--- src/rtl/partsel_sched_pkg.sv ---
// partsel_sched_pkg: shared FSM state, window-to-physical-bit mapping and ceil_div helper
// Ports: none (package)
package partsel_sched_pkg;

    typedef enum logic [0:0] {IDLE, CLEAR} state_t;

    // One window bit: physical position (offset from the rightmost declared bit) and in-range flag
    typedef struct packed {
        logic ok;
        int   pos;
    } win_bit_t;

    function automatic int ceil_div(input int a, input int b);
        return (a + b - 1) / b;
    endfunction

    // Window bit j follows reg[sel +: w]: little-endian puts bit j at index sel+j,
    // big-endian puts bit w-1 at index sel, so bit j sits at index sel+(w-1-j).
    function automatic win_bit_t win_map(input int sel, input int msb, input int lsb,
                                         input int w, input int j);
        win_bit_t r;
        int idx;
        int n;
        idx   = (msb >= lsb) ? sel + j : sel + (w - 1 - j);
        r.pos = (msb >= lsb) ? idx - lsb : lsb - idx;
        n     = (msb >= lsb) ? msb - lsb + 1 : lsb - msb + 1;
        r.ok  = (r.pos >= 0) && (r.pos < n);
        return r;
    endfunction

endpackage

--- src/rtl/partsel_window_arbiter_rr_arbiter.sv ---
// rr_arbiter: round-robin one-hot grant with its own rotating pointer
// Ports: clk, rst; en_i enables granting; elig_i eligible requesters; gnt_o one-hot grant or zero
module rr_arbiter #(
    parameter int NREQ = 2
) (
    input  logic            clk,
    input  logic            rst,
    input  logic            en_i,
    input  logic [NREQ-1:0] elig_i,
    output logic [NREQ-1:0] gnt_o
);
    localparam int PW = NREQ > 1 ? $clog2(NREQ) : 1;

    logic [PW-1:0] ptr_q, ptr_d;
    logic          found;

    // Scan offsets from the pointer outward; the first eligible requester wins
    always_comb begin
        gnt_o = '0;
        ptr_d = ptr_q;
        found = 1'b0;
        for (int o = 0; o < NREQ; o++)
            for (int i = 0; i < NREQ; i++)
                if (en_i && !found && elig_i[i] && i == (int'(ptr_q) + o) % NREQ) begin
                    gnt_o[i] = 1'b1;
                    ptr_d    = PW'((i + 1) % NREQ);
                    found    = 1'b1;
                end
    end

    always_ff @(posedge clk)
        ptr_q <= rst ? '0 : ptr_d;

endmodule

--- src/rtl/partsel_window_arbiter.sv ---
// partsel_window_arbiter: round-robin shared reg[sel +: W] access with registered responses and chunked clear
// Ports: clk, rst; req_* request channel per requester (valid/ready/we/sel/wdata);
//        rsp_* response slot per requester (valid/ready/rdata/oob); clear_start/clear_busy sweep control;
//        data_q current register contents declared [MSB:LSB]
module partsel_window_arbiter
    import partsel_sched_pkg::*;
#(
    parameter int MSB   = 6,
    parameter int LSB   = 0,
    parameter int W     = 2,
    parameter int NREQ  = 2,
    parameter int SEL_W = 3
) (
    input  logic                  clk,
    input  logic                  rst,
    input  logic [NREQ-1:0]       req_valid,
    output logic [NREQ-1:0]       req_ready,
    input  logic [NREQ-1:0]       req_we,
    input  logic [NREQ*SEL_W-1:0] req_sel,
    input  logic [NREQ*W-1:0]     req_wdata,
    output logic [NREQ-1:0]       rsp_valid,
    input  logic [NREQ-1:0]       rsp_ready,
    output logic [NREQ*W-1:0]     rsp_rdata,
    output logic [NREQ-1:0]       rsp_oob,
    input  logic                  clear_start,
    output logic                  clear_busy,
    output logic [MSB:LSB]        data_q
);
    localparam int N   = MSB >= LSB ? MSB - LSB + 1 : LSB - MSB + 1;
    localparam int NCH = ceil_div(N, W);
    localparam int CW  = NCH > 1 ? $clog2(NCH) : 1;

    state_t              state_q, state_d;
    logic [CW-1:0]       k_q, k_d;
    logic [N-1:0]        bits_q, bits_d;
    logic [NREQ-1:0]     elig, gnt, arb_unused_n;
    logic [NREQ-1:0]     rsp_valid_q, rsp_valid_d, rsp_oob_q, rsp_oob_d;
    logic [NREQ*W-1:0]   rsp_rdata_q, rsp_rdata_d;
    logic [SEL_W-1:0]    g_sel;
    logic                g_we, win_oob, arb_en;
    logic [W-1:0]        g_wdata, win_rd;
    win_bit_t            wb;

    // A full slot may be reloaded in the same cycle it is being consumed
    assign elig   = req_valid & (~rsp_valid_q | rsp_ready);
    assign arb_en = (state_q == IDLE) && !clear_start;
    assign arb_unused_n = '0;

    rr_arbiter #(.NREQ(NREQ)) u_arb (
        .clk   (clk),
        .rst   (rst),
        .en_i  (arb_en),
        .elig_i(elig),
        .gnt_o (gnt)
    );

    always_comb begin
        g_sel   = '0;
        g_we    = 1'b0;
        g_wdata = '0;
        for (int i = 0; i < NREQ; i++)
            if (gnt[i]) begin
                g_sel   = req_sel[i*SEL_W +: SEL_W];
                g_we    = req_we[i];
                g_wdata = req_wdata[i*W +: W];
            end
    end

    // Window read/write and clear chunk, matched per physical bit to avoid wide dynamic indexing
    always_comb begin
        win_rd  = '0;
        win_oob = 1'b0;
        bits_d  = bits_q;
        wb      = '0;
        for (int j = 0; j < W; j++) begin
            wb      = win_map(int'(g_sel), MSB, LSB, W, j);
            win_oob = win_oob | !wb.ok;
            for (int p = 0; p < N; p++)
                if (wb.ok && wb.pos == p) begin
                    win_rd[j] = bits_q[p];
                    if (g_we) bits_d[p] = g_wdata[j];
                end
        end
        if (state_q == CLEAR)
            for (int p = 0; p < N; p++)
                if (p / W == int'(k_q)) bits_d[p] = 1'b0;
    end

    always_comb begin
        state_d     = state_q;
        k_d         = k_q;
        rsp_valid_d = rsp_valid_q & ~rsp_ready;
        rsp_oob_d   = rsp_oob_q;
        rsp_rdata_d = rsp_rdata_q;
        for (int i = 0; i < NREQ; i++)
            if (gnt[i]) begin
                rsp_valid_d[i]         = 1'b1;
                rsp_oob_d[i]           = win_oob;
                rsp_rdata_d[i*W +: W]  = win_rd;
            end
        if (state_q == IDLE && clear_start) begin
            state_d = CLEAR;
            k_d     = '0;
        end
        if (state_q == CLEAR) begin
            k_d     = k_q == CW'(NCH - 1) ? '0 : k_q + 1'b1;
            state_d = k_q == CW'(NCH - 1) ? IDLE : CLEAR;
        end
    end

    always_ff @(posedge clk) begin
        if (rst) begin
            state_q     <= IDLE;
            k_q         <= '0;
            bits_q      <= '0;
            rsp_valid_q <= '0;
            rsp_oob_q   <= '0;
            rsp_rdata_q <= '0;
        end else begin
            state_q     <= state_d;
            k_q         <= k_d;
            bits_q      <= bits_d;
            rsp_valid_q <= rsp_valid_d;
            rsp_oob_q   <= rsp_oob_d;
            rsp_rdata_q <= rsp_rdata_d;
        end
    end

    assign req_ready  = gnt | arb_unused_n;
    assign rsp_valid  = rsp_valid_q;
    assign rsp_oob    = rsp_oob_q;
    assign rsp_rdata  = rsp_rdata_q;
    assign clear_busy = state_q == CLEAR;
    assign data_q     = bits_q;

endmodule

--- config.mk ---
export PLATFORM = sky130hd
export DESIGN_NAME = partsel_window_arbiter
export DESIGN_NICKNAME = d
export VERILOG_FILES = /design/src/rtl/partsel_sched_pkg.sv /design/src/rtl/partsel_window_arbiter_rr_arbiter.sv /design/src/rtl/partsel_window_arbiter.sv
export SDC_FILE = /design/constraint.sdc
export NUM_CORES = 1
export LEC_CHECK = 0
export ABC_AREA = 1
export BUFFER_PORTS_ARGS = -buffer_cell sky130_fd_sc_hd__buf_4
export CORE_MARGIN = 5
export CORE_UTILIZATION = 54
export CTS_BUF_LIST = sky130_fd_sc_hd__clkbuf_4
export CTS_CLUSTER_DIAMETER = 150
export CTS_CLUSTER_SIZE = 14
export DETAILED_ROUTE_END_ITERATION = 10
export GPL_ROUTABILITY_DRIVEN = 0
export PLACE_DENSITY = 0.91
export SKIP_LAST_GASP = 1
export SYNTH_ARGS = -nofsm -noshare
export SYNTH_HDL_FRONTEND = slang
export SYNTH_HIERARCHICAL = 1
export SYNTH_SLANG_ARGS = --single-unit
--- constraint.sdc ---
create_clock -name clk -period 2.9 [get_ports clk]
set_input_delay 0.435 -clock clk [delete_from_list [all_inputs] [get_ports clk]]
set_output_delay 0.435 -clock clk [all_outputs]
set_load 0.1 [all_outputs]
==> metrics.md, run 1 <==
| Metric | Value |
|---|---|
| CTS tree | `yes` |
| Setup TNS | `0 ns` |
| Crit Path Category | `register to register` |
| Final worst setup slack | `0.2994 ns` |
| Net switching power | `0.2762 mW` |
| Most used cell, CP | `nor2_1` |
| Mapped Cells | `217` |
| RSZ-0062 raised after global routing | `no` |
| Synth warn | `6` |
| Switching Share | `41.52%` |
| Largest net degree at the start of global routing | `16` |
| Input/output buffers | `36` |
| Hpwl dp | `2.930 mm` |
| Root Buffer | `clkbuf_4` |
| Die Area | `0.003755 sq mm` |
| Top_reg_cell synth | `dfxtp_1` |
| Cts hold-fix bufs | `0` |
| WL/cell | `13.35 um` |
| Post-Route WL | `roughly 3.8 mm` |
| Int Pwr | `0.3891 mW` |
| Initial Utilization | `56.81%` |
| Max Slew Vio Count | `0` |
| Total CTS buffers | `3` |
| Syn Nets | `approximately 240` |
| FP Rows | `18` |
| Synth top area cells | `dfxtp_1 27%, nand2_1 13%, inv_1 6.6%` |
| Final setup fails | `0` |
| Clock latency on the worst-skew pair | `0.32 ns` |
| Slowest CP cell | `dfxtp_4` |
| Synthesis-to-layout area growth | `23.79%` |
| Fin Clk Skew | `0.001326 ns` |
| CP Launch Point | `clear_busy` |
| Die width | `between 60 and 70 um` |
| First-pass GRT wire length | `6.306 mm` |
| FF-to-FF path depth | `18` |
| Diode count | `0` |
| Layout cells sized above 1 | `31.23%` |
| Post-DRT Antenna Nets | `0` |
| Worst hold path type | `input port to register` |
| Via Count | `1529` |
| Pleak | `0.8201 nW` |
| Sequential share of power | `about 42%` |
| CP Launch Type | `register` |
| Combinational power share | `34.5%` |
| Vias in the first global route | `1419` |
| H-tree depth | `1` |
| Critical path cell sequence | `nor2_2, nand2_1, inv_1, nand2_1, clkinvlp_4, inv_4, nand2_2, nand2_4, nor2_4, ha_4, inv_1, nor2_1, nand2_1, nand3_1, nor2_1, nand4_1, nor2_1, nor2_1` |
| Worst setup EP type | `register` |
| Worst Tran Pin Value | `0.3345 ns` |
| Power share of the clock group | `between 20% and 30%` |
| Final min period | `2.601 ns` |
| Post-synthesis sequential area ratio | `26.78%` |
| DRT iter0 DRCs | `about 130` |
| CTS max path bufs | `2` |
| Max Cap Viol | `0` |
| Area of the core | `0.002500 sq mm` |
| F_max | `384.5 MHz` |
| Fin nets | `about 280` |
| CP max stage delay | `0.39 ns` |
| Post-CTS sizing | `0` |
| DP Area | `0.001728 sq mm` |
| Grt ovf | `0` |
| Ports | `37` |
| Final hold vios | `0` |
| Clock sinks | `19` |
| CTS clock-pin slew for the worst setup and hold paths | `0.13 ns` |
| Vias per cell | `5.403` |
| Post-route DRC | `0` |
| Share of the synthesized area in the top cell type | `26.78%` |
| Pwr Density | `approximately 380 mW/mm^2` |
| EDFF count, synth | `0` |
| GRT Total Usage | `a little under a quarter` |
| Reg2reg end | `rsp_rdata[1]` |
| Status | `completed` |
| Mapped Area | `0.001420 sq mm` |
| Worst r2r src | `clear_busy` |
| Post-synth top area cell | `dfxtp_1` |
| Netlist cell types | `33` |
| Avg Synthesized Cell Area | `6.544 sq um` |
| WP data required | `3.13 ns` |
| Setup bufs post-CTS | `0` |
| Setup slack at placement | `0.2248 ns` |
| Ys async rst share | `0%` |
| Critical Path Fanout Max | `9` |
| Die Span Y | `61.28 um` |
| FF+latch count, synth | `19` |
| Antenna violations before repair | `0` |
| Post-route cell area | `0.001758 sq mm` |
| Detailed Routing Iterations Pass 1 | `5` |
| Relative slew slack | `77.62%` |
| Arrival time at the worst endpoint | `2.83 ns` |
| Final period utilization | `about nine tenths` |
| End of the critical path | `rsp_rdata[1]` |
| Worst vdd ir | `330.1 uV` |
| R2r setup slk | `0.30 ns` |
==> synth_stat cells, types with 2 or more instances <==
master and number:
a211oi_1 2, nand4_1 6, inv_1 25, inv_2 5
nand2_4 5, nand2_2 6, nor2_4 3, a21oi_1 15
nor2_2 5, buf_6 3, nor2_1 24, a31oi_1 2
a21boi_0 2, nor3_1 2, o21ai_1 4, nand2_1 50
o21ai_0 9, nand3_1 12, dfxtp_1 19, ha_1 5
==> through the flow <==
stage,power [mW],instances,util (%),hold WS [ns]
floorplan,0.4620,217,-,0.4717
global placement,0.5101,279,69.12,0.4804
detailed placement,0.5138,279,69.12,0.4858
CTS,0.6615,283,70.32,0.3347
global route,0.6919,283,70.32,0.3329
finish,0.6654,283,70.32,0.3392
==> state kept, by name, summed over array words and instances, names as in the netlist <==
name         flops
data_q           7
rsp_rdata        4
k_q              2
rsp_oob          2
rsp_valid        2
clear_busy       1
u_arb/ptr_q      1
==> cell usage in the layout (no fill, tap or decap), drive strengths merged, types with 2 or more instances in the layout <==
cell,count
clkinvlp,2
a21boi,3
a21oi,15
a211oi,2
ha,5
nor2,32
nand3,13
clkbuf,3
nand2,61
o21ai,14
nand4,6
a31oi,2
inv,30
nor3,3
dfxtp,19
buf,38
==> worst max-delay path, delay by kind of cell (launching register included) <==
family,cells,cell delay (ns)
AND/OR/NAND/NOR,13,1.43
adder cells (fa/ha/maj),1,0.25
buffers and inverters,4,0.42
flip-flops,1,0.39
==> how the worst min path moves through the flow <==
stage	cells after the start	start	to	slack, ns
CTS	2	rst	rsp_valid[1]	0.33
finish	2	rst	rsp_valid[1]	0.34
global placement	2	rsp_valid[1]	rsp_valid[1]	0.48
detailed placement	2	rsp_valid[1]	rsp_valid[1]	0.49
global route	2	rst	rsp_valid[1]	0.33
floorplan	2	k_q[1]	k_q[1]	0.47
==> kinds of logic (layout without fill, tap and decap cells) <==
logic type	count (synthesis)	after routing	synth area share [%]
AOI/OAI and AO/OA	39	39	15.77
buffers and inverters	38	74	12.86
adders and majority gates	5	5	4.405
DFF	19	19	26.78
and+or+nand+nor	116	116	40.18
==> layer usage <==
metal	routed length, um	up-vias	track usage, %
met5	0	-	0
met4	77	0	7.121
met3	311	13	3.983
met2	1821	62	37.76
met1	1568	686	29.25
li1	-	768	-
==> power groups by stage <==
stage	clock [mW]	combinational, mW	sequential, mW
after CTS	0.152	0.228	0.281
after floorplan	0	0.116	0.346
after detailed placement	0	0.227	0.287
after global routing	0.163	0.246	0.283
after global placement	0	0.224	0.286
final	0.155	0.229	0.281
==> final cells by class <==
cell class | count | area [sq um]
clock buffers | 3 | 22.52
clock inverters | 1 | 7.507
fillers | 212 | 742.0
inverters | 32 | 126.4
multi-input cells | 160 | 887.1
flip-flops and latches | 19 | 391.6
well taps | 30 | 37.54
repair buffers | 38 | 285.3
(Power assumes the default switching activity.)
==> inputs of run 2 (changes only) <==
GPL_TIMING_DRIVEN = 0   (was default)
PLACE_DENSITY = 0.92   (was 0.91)
SYNTH_HIERARCHICAL = default   (was 1)
==> run 2 against run 1 <==
  * Cell count is 8.1% lower
  * Synthesized cell count is 11% lower
  * Worst hold slack better by 0.034 ns
  * First-iteration DRC count is 55% lower
  * Total power is 5.3% higher
  * Highest routed layer unchanged
  * Largest cell class unchanged
  * Count of clock-buffer cells in the layout stayed put
==> metrics.md, run 2 <==
| Metric | Value |
|---|---|
| Post-DRT Antenna Nets | `0 (unchanged)` |
| Total CTS buffers | `3 (unchanged)` |
| Final hold vios | `0 (unchanged)` |
| Fin nets | `257 (-7.6%)` |
| CTS max path bufs | `2 (unchanged)` |
| WL/cell | `12.75 um (-4.5%)` |
| DP Area | `0.001607 sq mm (-7.0%)` |
| Relative slew slack | `73.45% (-4.2 points)` |
| Power after layout | `0.7007 mW (+5.3%)` |
| Crit Path Category | `register to register` |
| DRT iter0 DRCs | `60 (-55%)` |
| Die Span Y | `59.23 um (-3.3%)` |
| Final setup fails | `0 (unchanged)` |
| Post-route DRC | `0 (unchanged)` |
| Synth Area in Adders | `4.780% (+0.37 points)` |
| Met2 capacity usage during global routing | `35.73% (-2.0 points)` |
| Post-CTS sizing | `0 (unchanged)` |
| Post-synth top area cell | `dfxtp_1` |
| Worst Tran Pin Value | `0.3983 ns (+0.06382 ns)` |
| Detailed Routing Iterations Pass 1 | `4 (-1)` |
| Via Count | `1369 (-10%)` |
| Vias in the first global route | `1327 (-6.5%)` |
| CTS clock-pin slew for the worst setup and hold paths | `0.12 ns (about the same)` |
| Cts hold-fix bufs | `0 (unchanged)` |
| Final period utilization | `83.06% (-6.6 points)` |
| Max Cap Viol | `0 (unchanged)` |
| EDFF count, synth | `0 (unchanged)` |
| Worst setup EP type | `register` |
| Initial Utilization | `58.05% (+1.2 points)` |
| Area fraction in and, or, nand and nor cells after synthesis | `39.10% (-1.1 points)` |
| Status | `completed` |
| Hpwl dp | `2.707 mm (-7.6%)` |
| Post-Route WL | `3.316 mm (-12%)` |
| Arrival time at the worst endpoint | `2.66 ns (-0.17 ns)` |
| Post-synthesis mux area share | `0.7648% (+0.76 points)` |
| Die width | `59.23 um (-3.3%)` |
| Number of fillers in the final layout | `200 (-5.7%)` |
| Diode count | `0 (unchanged)` |
| Avg Synthesized Cell Area | `6.781 sq um (+3.6%)` |
| Die Area | `0.003508 sq mm (-6.6%)` |
| Worst hold slack | `0.3734 ns (+0.03425 ns)` |
| Compound-Gate Fraction of Synth Area | `16.83% (+1.1 points)` |
| Clock sinks | `19 (unchanged)` |
| CP Launch Type | `register` |
| Input/output buffers | `35 (-2.8%)` |
| Grt ovf | `0 (unchanged)` |
| Fin util | `72.59% (+2.3 points)` |
| F_max | `415.2 MHz (+8.0%)` |
| Fin Clk Skew | `0.002745 ns (+0.001419 ns)` |
| Busiest grt layer | `met2` |
| Syn Nets | `217 (-10%)` |
| Top_reg_cell synth | `dfxtp_1` |
| RSZ-0062 raised after global routing | `no` |
| Commonest cells post-synth | `50 x nand2_1, 20 x inv_1, 19 x dfxtp_1, 15 x a21oi_1, 15 x nand3_1` |
| Antenna violations before repair | `0 (unchanged)` |
| Grt met1 use | `25.62% (-3.6 points)` |
| Most common cell after layout, fill and taps aside | `nand2_1` |
| Netlist cell types | `31 (-6.1%)` |
| Ys async rst share | `0% (unchanged)` |
| Pwr Density | `428.1 mW/mm^2 (+13%)` |
| Largest net degree at the start of global routing | `13 (-3)` |
| M3 GR Usage | `4.575% (+0.59 points)` |
| Commonest non-fill, non-tap cells in the layout | `50 x nand2_1, 35 x buf_4, 20 x inv_1, 19 x dfxtp_1` |
| H-tree depth | `1 (unchanged)` |
| Mapped Cells | `193 (-11%)` |
| Share of the synthesized area in the top cell type | `29.06% (+2.3 points)` |
| Synth top area cells | `dfxtp_1 29%, nand2_1 14%, a21oi_1 5.7%` |
| Clock latency on the worst-skew pair | `0.30 ns (-0.02 ns)` |
| Post-route cell area | `0.001637 sq mm (-6.9%)` |
| Synthesis-to-layout area growth | `25.05%` |
| Max reg flops | `7 (unchanged)` |
| Synth Area in XOR/XNOR | `0% (unchanged)` |
| Worst hold path type | `input port to register` |
| Vias per cell | `5.265 (-2.5%)` |
| Post-synthesis sequential area ratio | `29.06% (+2.3 points)` |
| WP data required | `3.15 ns (+0.02 ns)` |
| Final min period | `2.409 ns (-0.1919 ns)` |
| Setup TNS | `0 ns (unchanged)` |
| Setup bufs post-CTS | `0 (unchanged)` |
| Ports | `37 (unchanged)` |
| Largest family of logic cells by synthesized area | `simple AND/OR/NAND/NOR gates` |
| Pleak | `0.8124 nW (-0.94%)` |
| First-pass GRT wire length | `5.644 mm (-10%)` |
| GRT Total Usage | `20.53% (-2.0 points)` |
| Root Buffer | `clkbuf_4` |
| Mapped Area | `0.001309 sq mm (-7.8%)` |
| Critical Path Fanout Max | `8 (-1)` |
| CTS tree | `yes` |
| FP Rows | `17 (-1)` |
| Synth warn | `0 (-6)` |
| Most common cell in the netlist | `nand2_1` |
| Worst vdd ir | `481.7 uV (+46%)` |
| Max Slew Vio Count | `0 (unchanged)` |
| FF+latch count, synth | `19 (unchanged)` |
| Layout cells sized above 1 | `28.02% (-3.2 points)` |
| Area of the core | `0.002255 sq mm (-9.8%)` |
run 2: cell count changes after synthesis, moves of 4 or more:
cell / before / now
inv_1: 25 / 20
nand3_2: 1 / 5
nand4_1: 6 / 2
nor2_1: 24 / 14
nor2_2: 5 / 0
run 2: metrics by stage:
stage,worst slack (ns),std cells
floorplan,0.1288,193
global placement,0.4664,256
detailed placement,0.4339,256
CTS,0.5144,260
global route,0.2754,260
finish,0.4914,260
run 2: final timing paths:
kind           startpoint           end  slack (ns)  cells after the start
max            clear_busy  rsp_rdata[1]        0.49                     15
min           clear_start    clear_busy        0.37                      3
max reg2reg    clear_busy  rsp_rdata[1]        0.49                     15
min reg2reg  rsp_rdata[2]  rsp_rdata[2]        0.48                      2
run 2: area by class of cell:
cell class	count	area (sq um)	share of cell area [%]
Buffer	2	15.01	0.9174
Clock buffer	3	22.52	1.376
Clock inverter	1	7.507	0.4587
Inverter	28	108.9	6.651
Multi-Input combinational cell	144	804.5	49.16
Sequential cell	19	380.4	23.24
Tap cell	28	35.03	2.141
Timing Repair Buffer	35	262.8	16.06
run 2: where the power goes:
part | switching (mW) | internal, mW | total (mW)
Clock | 0.0894 | 0.0526 | 0.142
Sequential | 0.0144 | 0.277 | 0.291
Combinational | 0.195 | 0.0722 | 0.268
run 2: critical path, stage by stage (launching register included):
cell and delay (ns):
dfxtp_1 0.41, nor2_4 0.18, inv_4 0.07, nor2_4 0.15
nand3_1 0.14, nand2_4 0.16, inv_2 0.08, ha_1 0.36
inv_1 0.12, nor2_1 0.15, nand2_1 0.07, nand3_1 0.07
o21ai_1 0.08, nand4_1 0.09, nand2_1 0.09, a21oi_1 0.13
run 2: kinds of logic after synthesis:
group	Yosys count
mux	1
simple gates	100
buf+inv	30
fa+ha+maj	5
compound gates	38
flops	19
run 2: metal layers:
metal / share of wire (%) / vias up / wire length (um)
met5: 0 / - / 0
met4: 0.54 / 0 / 18
met3: 5.4 / 2 / 178
met2: 50 / 37 / 1673
met1: 44 / 620 / 1445
li1: - / 710 / -
